## src/rtl/instruction_fetch_pkg.sv

```systemverilog
// rtl/instruction_fetch_pkg.sv - shared widths, NOP encoding and fetch FSM state encodings
package instruction_fetch_pkg;

  localparam int DEF_ADDR_W  = 13;
  localparam int DEF_INSTR_W = 14;
  localparam logic [DEF_INSTR_W-1:0] DEF_NOP_WORD = 14'h0000;

  typedef enum logic [2:0] {
    S_IDLE  = 3'd0,
    S_FETCH = 3'd1,
    S_WAIT  = 3'd2,
    S_FLUSH = 3'd3,
    S_HALT  = 3'd4
  } fetch_state_e;

endpackage

```

## src/rtl/instruction_fetch.sv

```systemverilog
// rtl/instruction_fetch.sv - fetch stage: pc to program memory, IR capture, wait states, backpressure, flush
// Optional halt handshake (halt_req/halted, S_HALT) is built only when IFETCH_HALT_EN is defined.
module instruction_fetch
  import instruction_fetch_pkg::*;
#(
  parameter int ADDR_W  = DEF_ADDR_W,
  parameter int INSTR_W = DEF_INSTR_W,
  parameter logic [INSTR_W-1:0] NOP_WORD = DEF_NOP_WORD
) (
  input  logic               clk,
  input  logic               rst_n,
  input  logic [ADDR_W-1:0]  pc_in,
  output logic               pc_incr_en,
  output logic               imem_req,
  output logic [ADDR_W-1:0]  imem_addr,
  input  logic               imem_ready,
  input  logic [INSTR_W-1:0] imem_rdata,
  input  logic               flush,
  input  logic               ir_take,
  output logic [INSTR_W-1:0] ir_out,
  output logic [ADDR_W-1:0]  ir_pc,
  output logic               ir_valid
`ifdef IFETCH_HALT_EN
  ,
  input  logic               halt_req,
  output logic               halted
`endif
);

  fetch_state_e       state_q, state_d;
  logic               ir_valid_q, ir_valid_d;
  logic [INSTR_W-1:0] ir_out_q, ir_out_d;
  logic [ADDR_W-1:0]  ir_pc_q, ir_pc_d;

  logic req;
  logic flush_live;
  logic accept;

  // Request is decided purely by state and IR occupancy; once in S_WAIT it is held until accept or flush.
  always_comb begin
    req = 1'b0;
    case (state_q)
      S_FETCH: begin
`ifdef IFETCH_HALT_EN
        req = (~ir_valid_q | ir_take) & ~halt_req;
`else
        req = ~ir_valid_q | ir_take;
`endif
      end
      S_WAIT:  req = 1'b1;
      default: req = 1'b0;
    endcase
  end

  // Flush is meaningless before the first fetch after reset.
  assign flush_live = flush & (state_q != S_IDLE);
  assign accept     = req & imem_ready & ~flush;

  always_comb begin
    state_d = state_q;
    if (flush_live) begin
      state_d = S_FLUSH;
    end else begin
      case (state_q)
        S_IDLE: begin
`ifdef IFETCH_HALT_EN
          state_d = halt_req ? S_HALT : S_FETCH;
`else
          state_d = S_FETCH;
`endif
        end
        S_FETCH: begin
`ifdef IFETCH_HALT_EN
          if (halt_req) begin
            if (!ir_valid_q) state_d = S_HALT;
          end else if (req && !imem_ready) begin
            state_d = S_WAIT;
          end
`else
          if (req && !imem_ready) state_d = S_WAIT;
`endif
        end
        S_WAIT: begin
          if (accept) state_d = S_FETCH;
        end
        S_FLUSH: begin
`ifdef IFETCH_HALT_EN
          state_d = halt_req ? S_HALT : S_FETCH;
`else
          state_d = S_FETCH;
`endif
        end
`ifdef IFETCH_HALT_EN
        S_HALT: begin
          if (!halt_req) state_d = S_FETCH;
        end
`endif
        default: state_d = S_FETCH;
      endcase
    end
  end

  // IR always reads NOP_WORD while empty, so decode never sees a stale word.
  always_comb begin
    ir_valid_d = ir_valid_q;
    ir_out_d   = ir_out_q;
    ir_pc_d    = ir_pc_q;
    if (flush_live) begin
      ir_valid_d = 1'b0;
      ir_out_d   = NOP_WORD;
    end else if (accept) begin
      ir_valid_d = 1'b1;
      ir_out_d   = imem_rdata;
      ir_pc_d    = pc_in;
    end else if (ir_take) begin
      ir_valid_d = 1'b0;
      ir_out_d   = NOP_WORD;
    end
  end

  always_ff @(posedge clk) begin
    if (!rst_n) begin
      state_q    <= S_IDLE;
      ir_valid_q <= 1'b0;
      ir_out_q   <= NOP_WORD;
      ir_pc_q    <= '0;
    end else begin
      state_q    <= state_d;
      ir_valid_q <= ir_valid_d;
      ir_out_q   <= ir_out_d;
      ir_pc_q    <= ir_pc_d;
    end
  end

  assign pc_incr_en = accept;
  assign imem_req   = req;
  assign imem_addr  = pc_in;
  assign ir_out     = ir_out_q;
  assign ir_pc      = ir_pc_q;
  assign ir_valid   = ir_valid_q;

`ifdef IFETCH_HALT_EN
  assign halted = (state_q == S_HALT);
`endif

endmodule

```

## config.mk

```make
export PLATFORM = sky130hd
export DESIGN_NAME = instruction_fetch
export DESIGN_NICKNAME = d
export VERILOG_FILES = /design/src/rtl/instruction_fetch_pkg.sv /design/src/rtl/instruction_fetch.sv
export SDC_FILE = /design/constraint.sdc
export NUM_CORES = 1
export LEC_CHECK = 0
export CAP_MARGIN = 20
export CORE_MARGIN = 2
export CORE_UTILIZATION = 44
export CTS_BUF_LIST = sky130_fd_sc_hd__clkbuf_8
export CTS_CLUSTER_SIZE = 25
export DETAILED_ROUTE_END_ITERATION = 8
export PLACE_DENSITY_LB_ADDON = 0.25
export SLEW_MARGIN = 20
export SYNTH_ARGS = -nofsm -noshare
export SYNTH_HDL_FRONTEND = slang
export SYNTH_SLANG_ARGS = --single-unit
```

## constraint.sdc

```tcl
create_clock -name clk -period 2.6 [get_ports clk]
set_input_delay 0.52 -clock clk [delete_from_list [all_inputs] [get_ports clk]]
set_output_delay 0.52 -clock clk [all_outputs]
set_load 0.005 [all_outputs]
```

==> flow_summary.json, run 1 <==
{
  "cp.depth": 6,
  "worst_r2r_path_depth": 7,
  "cts_max_path_buffers": 2,
  "final.setup.tns_ns": 0,
  "clk_pin_slew_ns": 0.06,
  "post_route_worst_setup_slack_ns": 0.1368,
  "maximum_capacitance_violations": 0,
  "maximum_number_of_pins_on_one_net_before_global_route_repair": 30,
  "gp_routability_congestion": 0.7410,
  "worstPathMaxFanout": 4,
  "detail_route.wl_per_cell_um": 13.18,
  "synth_top_area_share_pct": 41.20,
  "finalSetupViolations": 0,
  "syn_nets": 197,
  "drt_first_iter_violations": 78,
  "cts_hold_buf": 0,
  "grt_overflow": 0,
  "post_route_cells_drive_above_1_share_pct": 7.556,
  "worst_setup_path_start_kind": "flip-flop",
  "wire_length_of_the_first_global_routing_pass_um": 5589,
  "routed_via_count_divided_by_cell_count": 5.026,
  "vias": 1352,
  "h_tree_level_count": 2,
  "synth-seq-area-share_pct": 41.20,
  "tritoncts": "built",
  "combinationalPowerShare_pct": 33.1,
  "wl_um": 3545,
  "ctsResizeCount": 0,
  "rr_startpoint": "state_q[1]",
  "dieArea_mm2": 0.003789,
  "pre_cts_ws_ns": 0.1667,
  "clockRootBuffer": "sky130_fd_sc_hd__clkbuf_8",
  "status": "finished clean",
  "power.leakage_nw": 0.8114,
  "detail_route.first_pass.iterations": 4,
  "ys.warnings.count": 0,
  "tritoncts.num_buffers": 5,
  "synth_top_cell_by_area": "sky130_fd_sc_hd__dfxtp_1",
  "die_width_um": 61.56,
  "timing.critical_path.max_delay_family": "buffers and inverters",
  "end_kind": "output pin",
  "synth_area_per_cell_um2": 8.998,
  "final.setup_skew_ns": 0.005134,
  "finalCoreUtilization_pct": 71.65,
  "worst-endpoint-required_ns": 2.08,
  "fmax_mhz": 406.0,
  "synth-edff-count": 0,
  "insertedDiodeCount": 0,
  "cp_startpoint": "state_q[1]",
  "ioPinCount": 75,
  "power.share.sequential_pct": 38.7,
  "detailedPlacementHpwl_um": 2601,
  "biggest_area_contributors_in_the_synthesized_netlist": "sky130_fd_sc_hd__dfxtp_1 41%, sky130_fd_sc_hd__mux2i_1 8.9%, sky130_fd_sc_hd__nand3b_1 7.7%, sky130_fd_sc_hd__buf_4 7.2%, sky130_fd_sc_hd__nand2_1 7.0%",
  "grt_setup_unrepaired": "false",
  "synth.cells.most_frequent": "30 x sky130_fd_sc_hd__dfxtp_1, 27 x sky130_fd_sc_hd__nand2_1, 15 x sky130_fd_sc_hd__nand3b_1",
  "cp_max_stage_cell": "sky130_fd_sc_hd__clkdlybuf4s50_1",
  "clkSinkCount": 30,
  "worst_slew_margin_pct": 78.03,
  "dpl_cell_area_mm2": 0.002132,
  "max_slew.worst_pin.slew_ns": 0.3295,
  "critical_path_cell_list": "inv_1 -> ha_1 -> and3b_1 -> nand2_4 -> inv_6 -> clkdlybuf4s50_1",
  "nNetsFinal": 259,
  "max-vdd-ir-drop_v": 0.0004867,
  "antenna_violating_nets_post_route": 0,
  "count_of_input_and_output_buffers": 74,
  "timing.setup.critical_path_class": "flip-flop to output pin",
  "num_rows": 20,
  "worst-endpoint-arrival_ns": 1.94,
  "p_sw_mw": 0.4164,
  "final_period_minus_worst_setup_slack_ns": 2.463,
  "critPathMaxStageDelay_ns": 0.49,
  "proportion_of_power_drawn_by_the_clock_network_pct": 28.2,
  "p_int_mw": 0.9327,
  "async_flop_share_pct": 0,
  "synth_area_mm2": 0.001458,
  "sw_frac_of_total_pct": 30.87,
  "global_route.usage.total_pct": 19.96,
  "synth.distinct_cells": 29,
  "hold_path.startpoint": "ir_pc[2]",
  "powerDensity_mw_per_mm2": 606.8,
  "clk-insertion-delay-late_ns": 0.28,
  "holdPathStages": 2,
  "die-height_um": 61.56,
  "design.core.area_mm2": 0.003103,
  "final.hold.worst_slack_ns": 0.4551,
  "syn_to_final_growth_pct": 52.53,
  "antenna_found_initial": 0,
  "post_layout_instance_area_mm2": 0.002223,
  "final-hold-violation-count": 0,
  "postSynthRegisterBits": 30,
  "synthesis.instances": 162,
  "finalMaxSlewViolations": 0,
  "start_util_pct": 46.98,
  "first_global_vias": 1288,
  "cts_setup_buffers": 0,
  "finalCritPeriodShare_pct": 94.74,
  "min_path_type": "flip-flop to flip-flop",
  "synth_most_common_cell": "sky130_fd_sc_hd__dfxtp_1",
  "dominantRegCellSynth": "sky130_fd_sc_hd__dfxtp_1",
  "total_power_mw": 1.349,
  "critPathBufInv": 3,
  "layoutNonFillerInstCount": 269,
  "dp.cells": 261,
  "remaining_drc_errors": 0
}
-- layout by cell type, fill, tap and decap left out, types with 2 or more instances in the layout --
cell	instances
sky130_fd_sc_hd__o21ai_0	13
sky130_fd_sc_hd__nand2_1	27
sky130_fd_sc_hd__dfxtp_1	30
sky130_fd_sc_hd__nor2b_1	2
sky130_fd_sc_hd__nand4_1	14
sky130_fd_sc_hd__nand3b_1	15
sky130_fd_sc_hd__a21oi_1	2
sky130_fd_sc_hd__clkdlybuf4s50_1	74
sky130_fd_sc_hd__ha_1	3
sky130_fd_sc_hd__buf_4	6
sky130_fd_sc_hd__mux2i_1	13
sky130_fd_sc_hd__nor2_1	2
sky130_fd_sc_hd__clkbuf_8	6
sky130_fd_sc_hd__inv_1	3
-- layer usage --
metal | share of wire (%) | global-route usage [%] | vias to the layer above
met5 | 0 | 0 | -
met4 | 0.76 | 6.383 | 0
met3 | 9.3 | 8.403 | 4
met2 | 49 | 35.79 | 58
met1 | 41 | 21.03 | 618
li1 | - | - | 672
-- flip-flops by register name, indices dropped and copies added, names as in the netlist --
| name | flops |
|---|---|
| ir_pc | 13 |
| state_q | 2 |
| ir_out | 14 |
| ir_valid | 1 |
-- power by group through the flow --
stage | Clock [mW] | Sequential, mW | Combinational (mW)
2_1_floorplan | 0 | 0.530 | 0.263
3_3_place_gp | 0 | 0.528 | 0.431
3_5_place_dp | 0 | 0.532 | 0.443
4_1_cts | 0.390 | 0.522 | 0.447
5_1_grt | 0.411 | 0.525 | 0.488
6_report | 0.381 | 0.522 | 0.447
-- cell families (layout without fill, tap and decap cells) --
family / count (synthesis) / count (layout) / synth area share, %
compound gates: 21 / 21 / 8.755
mux: 13 / 13 / 8.927
flops: 30 / 30 / 41.20
buf+inv: 28 / 91 / 12.53
fa+ha+maj: 3 / 3 / 2.575
simple gates: 67 / 67 / 26.01
-- worst register-to-register path, delay by kind of cell, from the launching register on --
family | cells | cell delay [ns]
buffers and inverters | 3 | 0.45
flip-flops | 1 | 0.38
adder cells (fa/ha/maj) | 1 | 0.33
AND/OR/NAND/NOR | 2 | 0.31
multiplexers | 1 | 0.24
-- area by class of cell --
| cell class | count | area, µm² |
|---|---|---|
| clock inverters | 2 | 8.758 |
| well taps | 44 | 55.05 |
| flip-flops and latches | 30 | 600.6 |
| multi-input cells | 104 | 674.4 |
| repair buffers | 80 | 785.8 |
| fillers | 247 | 879.6 |
| inverters | 3 | 16.27 |
| clock buffers | 6 | 82.58 |
-- worst paths after layout --
kind                                    to  slack (ns)
worst max-delay path            pc_incr_en        0.14
worst min-delay path              ir_pc[2]        0.46
worst max register to register    ir_pc[7]        0.81
worst min register to register    ir_pc[2]        0.46
Power figures use the tool's default switching activity.
==> run 2, diff against run 1 <==
CORE_ASPECT_RATIO = 1.4   (was not set)
==> flow_summary.json, run 2 (synthesized netlist as in run 1, its figures left out) <==
{
  "cts_setup_buffers": 0,
  "maximum_number_of_pins_on_one_net_before_global_route_repair": 31,
  "final.setup.tns_ns": 0,
  "maximum_capacitance_violations": 0,
  "finalMaxSlewViolations": 0,
  "worst-endpoint-arrival_ns": 2.00,
  "gp_routability_congestion": 0.7014,
  "powerDensity_mw_per_mm2": 685.6,
  "power.leakage_nw": 0.8265,
  "end_kind": "output pin",
  "cts_max_path_buffers": 2,
  "max-vdd-ir-drop_v": 0.0009157,
  "post_route_cells_drive_above_1_share_pct": 8.036,
  "worst_slew_margin_pct": 30.47,
  "nNetsFinal": 258,
  "finalCritPeriodShare_pct": 96.79,
  "end_point_of_the_worst_hold_path": "ir_pc[6]",
  "h_tree_level_count": 2,
  "min_path_type": "flip-flop to flip-flop",
  "final_cell_mix": "74 x sky130_fd_sc_hd__clkdlybuf4s50_1, 30 x sky130_fd_sc_hd__dfxtp_1, 27 x sky130_fd_sc_hd__nand2_1",
  "insertedDiodeCount": 0,
  "die-height_um": 72.10,
  "worstPathMaxFanout": 10,
  "hold_path.startpoint": "ir_pc[6]",
  "remaining_drc_errors": 0,
  "rr_endpoint": "ir_out[10]",
  "num_rows": 24,
  "antenna_found_initial": 0,
  "finalSetupViolations": 0,
  "die_width_um": 52.65,
  "detail_route.first_pass.iterations": 4,
  "syn_to_final_growth_pct": 55.28,
  "clk_pin_slew_ns": 0.06,
  "drt_first_iter_violations": 30,
  "ioPinCount": 75,
  "finalCoreUtilization_pct": 71.79,
  "max_ffs_per_register": 14,
  "start_util_pct": 46.23,
  "count_of_input_and_output_buffers": 74,
  "max_slew.worst_pin.slew_ns": 1.038,
  "wl_um": 3712,
  "grt_overflow": 0,
  "wire_length_of_the_first_global_routing_pass_um": 5982,
  "antenna_violating_nets_post_route": 0,
  "clkSinkCount": 30,
  "design.core.area_mm2": 0.003153,
  "vias": 1358,
  "worst_setup_path_start_kind": "input pin",
  "timing.setup.critical_path_class": "input pin to output pin",
  "detailedPlacementHpwl_um": 2629,
  "tritoncts.num_buffers": 5,
  "final.hold.worst_slack_ns": 0.4587,
  "clockRootBuffer": "sky130_fd_sc_hd__clkbuf_8",
  "global_route.usage.total_pct": 21.31,
  "layout_commonest_cell": "sky130_fd_sc_hd__clkdlybuf4s50_1",
  "ctsResizeCount": 0,
  "detail_route.wl_per_cell_um": 14.11,
  "r2r_slack_ns": 0.56,
  "routed_via_count_divided_by_cell_count": 5.163,
  "grt_setup_unrepaired": "false",
  "cts_hold_buf": 0,
  "dieArea_mm2": 0.003796,
  "final-hold-violation-count": 0,
  "holdPathStages": 2,
  "final.setup_skew_ns": 0.01194,
  "tritoncts": "built",
  "worst_r2r_path_depth": 6,
  "worst-endpoint-required_ns": 2.08,
  "clk-insertion-delay-late_ns": 0.28,
  "final_period_minus_worst_setup_slack_ns": 2.516,
  "status": "finished clean",
  "rr_startpoint": "state_q[0]",
  "fmax_mhz": 397.4,
  "first_global_vias": 1359
}
-- run 2: stage by stage --
step	instances	setup slack, ns	area, µm²	power (mW)
after floorplan	162	0.7734	1458	0.7926
after global placement	255	0.1078	2121	0.9499
after detailed placement	255	0.08214	2121	0.9728
after CTS	263	0.07983	2263	1.560
after global routing	263	0.03005	2263	1.630
final	263	0.08351	2263	1.552
-- run 2: final cells by class --
type	count	area (µm²)
fill	243	889.6
timing repair buffer	79	778.2
multi-input combinational	104	676.9
sequential	30	600.6
clock buffer	6	82.58
clock inverter	2	60.06
tap	39	48.80
inverter	3	16.27
-- run 2: layer usage --
metal	wire, µm	GRT usage [%]	vias up
li1	-	-	667
met1	1442	23.01	626
met2	1919	36.39	59
met3	277	7.407	6
met4	72	9.972	0
met5	0	0	-
-- run 2: how the worst max path moves through the flow --
| stage | from | endpoint |
|---|---|---|
| after floorplan | state_q[1] | pc_incr_en |
| after global placement | ir_take | imem_req |
| after global routing | state_q[1] | pc_incr_en |
| after detailed placement | ir_take | imem_req |
| final | ir_take | imem_req |
| after CTS | ir_take | imem_req |
-- run 2: power breakdown --
part	switching (mW)	internal (mW)	leakage, nW
combinational	0.221	0.225	0.512
clock	0.176	0.409	0.0714
sequential	0.0243	0.497	0.243
-- run 2: worst max-delay path, cell delays in order --
cell and delay [ns]:
sky130_fd_sc_hd__clkdlybuf4s50_1 0.44, sky130_fd_sc_hd__nand2b_4 0.17, sky130_fd_sc_hd__a21o_4 0.26, sky130_fd_sc_hd__and2_1 0.17, sky130_fd_sc_hd__clkdlybuf4s50_1 0.44
==> run 3, diff against run 2 <==
CORE_MARGIN = not set   (was 2)
==> flow_summary.json, run 3 (synthesized netlist as in run 1, its figures left out) <==
{
  "dpl_cell_area_mm2": 0.002138,
  "tritoncts": "built",
  "wl_um": 3627,
  "maximum_number_of_pins_on_one_net_before_global_route_repair": 31,
  "end_point_of_the_worst_hold_path": "ir_pc[4]",
  "power.share.sequential_pct": 33.3,
  "tritoncts.num_buffers": 5,
  "antenna_found_initial": 0,
  "h_tree_level_count": 2,
  "p_int_mw": 1.138,
  "grt_overflow": 0,
  "power.leakage_nw": 0.8345,
  "max_ffs_per_register": 14,
  "wire_length_of_the_first_global_routing_pass_um": 6161,
  "final-hold-violation-count": 0,
  "holdPathStages": 2,
  "worst-endpoint-required_ns": 2.08,
  "finalCoreUtilization_pct": 73.04,
  "p_sw_mw": 0.4243,
  "worst_r2r_path_depth": 7,
  "first_global_vias": 1413,
  "max_slew.worst_pin.slew_ns": 0.5919,
  "layout_commonest_cell": "sky130_fd_sc_hd__clkdlybuf4s50_1",
  "insertedDiodeCount": 0,
  "dieArea_mm2": 0.003550,
  "die-height_um": 70.10,
  "worstPathMaxFanout": 9,
  "r2r_slack_ns": 0.83,
  "finalCritPeriodShare_pct": 95.52,
  "routed_via_count_divided_by_cell_count": 5.231,
  "die_width_um": 50.65,
  "vias": 1381,
  "critPathBufInv": 2,
  "cts_setup_buffers": 0,
  "proportion_of_power_drawn_by_the_clock_network_pct": 37.6,
  "total_power_mw": 1.563,
  "worst_setup_path_start_kind": "input pin",
  "worst-endpoint-arrival_ns": 1.96,
  "num_rows": 24,
  "finalMaxSlewViolations": 0,
  "detail_route.wl_per_cell_um": 13.74,
  "fmax_mhz": 402.7,
  "ctsResizeCount": 0,
  "ioPinCount": 75,
  "start_util_pct": 46.67,
  "finalSetupViolations": 0,
  "detail_route.first_pass.iterations": 4,
  "cell_seen_most_often_among_critical_path_stages": "sky130_fd_sc_hd__clkdlybuf4s50_1",
  "end_kind": "output pin",
  "final_period_minus_worst_setup_slack_ns": 2.483,
  "drt_first_iter_violations": 37,
  "powerDensity_mw_per_mm2": 685.1,
  "clk-insertion-delay-late_ns": 0.28,
  "clk_pin_slew_ns": 0.06,
  "status": "finished clean",
  "antenna_violating_nets_post_route": 0,
  "fill_cells": 235,
  "critical_path_cell_list": "clkdlybuf4s50_1 -> nand2b_4 -> a21o_4 -> and2_1 -> clkdlybuf4s50_1",
  "cts_hold_buf": 0,
  "timing.setup.critical_path_class": "input pin to output pin",
  "gp_routability_congestion": 0.8124,
  "detailedPlacementHpwl_um": 2663,
  "global_route.usage.total_pct": 22.90,
  "pre_cts_ws_ns": 0.1133,
  "cts_max_path_buffers": 2,
  "syn_to_final_growth_pct": 56.48,
  "count_of_input_and_output_buffers": 74,
  "max-vdd-ir-drop_v": 0.0006734,
  "final_cell_mix": "74 x sky130_fd_sc_hd__clkdlybuf4s50_1, 30 x sky130_fd_sc_hd__dfxtp_1, 27 x sky130_fd_sc_hd__nand2_1",
  "rr_startpoint": "state_q[1]",
  "combinationalPowerShare_pct": 29.1,
  "clkSinkCount": 30,
  "design.core.area_mm2": 0.003123,
  "maximum_capacitance_violations": 0,
  "post_layout_instance_area_mm2": 0.002281,
  "hold_path.startpoint": "ir_pc[4]",
  "final.setup.tns_ns": 0,
  "clockRootBuffer": "sky130_fd_sc_hd__clkbuf_8",
  "post_route_worst_setup_slack_ns": 0.1166,
  "rr_endpoint": "ir_out[9]",
  "post_route_cells_drive_above_1_share_pct": 8.000,
  "timing.critical_path.max_delay_family": "buffers and inverters",
  "cp_max_stage_cell": "sky130_fd_sc_hd__clkdlybuf4s50_1",
  "final.setup_skew_ns": 0.008583,
  "worst_slew_margin_pct": 60.46,
  "critPathMaxStageDelay_ns": 0.43,
  "sw_frac_of_total_pct": 27.15,
  "grt_setup_unrepaired": "false",
  "remaining_drc_errors": 0,
  "min_path_type": "flip-flop to flip-flop",
  "nNetsFinal": 259
}
## run 3: routing by layer
layer  up-vias  wire (µm)  global-route usage (%)
li1        675          -                       -
met2        57       1867                   42.52
met1       640       1463                   22.99
met4         0         84                   9.259
met3         9        212                   6.536
met5         -          0                       0
## run 3: layout make-up
class	count	area, µm²	share of cell area [%]
Clock buffer	6	82.58	3.620
Timing Repair Buffer	80	798.3	35.00
Sequential cell	30	600.6	26.33
Tap cell	39	48.80	2.139
Clock inverter	2	60.06	2.633
Inverter	3	16.27	0.7131
Multi-Input combinational cell	104	674.4	29.57
## run 3: worst max-delay path by stage
stage / from / endpoint / cells past startpoint
after global routing: ir_take / imem_req / 5
after CTS: ir_take / imem_req / 5
after detailed placement: ir_take / imem_req / 5
after global placement: ir_take / imem_req / 5
final: ir_take / imem_req / 5
after floorplan: state_q[1] / pc_incr_en / 7
## run 3: per-stage QoR
stage,cells,hold slack [ns]
floorplan,162,0.4511
global placement,256,0.4416
detailed placement,256,0.4509
CTS,264,0.4584
global route,264,0.4726
finish,264,0.4552
## run 3: power groups by stage
stage,Clock [mW],Sequential (mW),Combinational (mW)
2_1_floorplan,0,0.530,0.263
3_3_place_gp,0,0.527,0.432
3_5_place_dp,0,0.530,0.452
4_1_cts,0.602,0.519,0.457
5_1_grt,0.623,0.525,0.497
6_report,0.588,0.520,0.455
## run 3: worst min-delay path, cell delays in order, from the launching register on
cell and delay, ns:
sky130_fd_sc_hd__dfxtp_1 0.31, sky130_fd_sc_hd__nand2_1 0.05, sky130_fd_sc_hd__mux2i_1 0.05
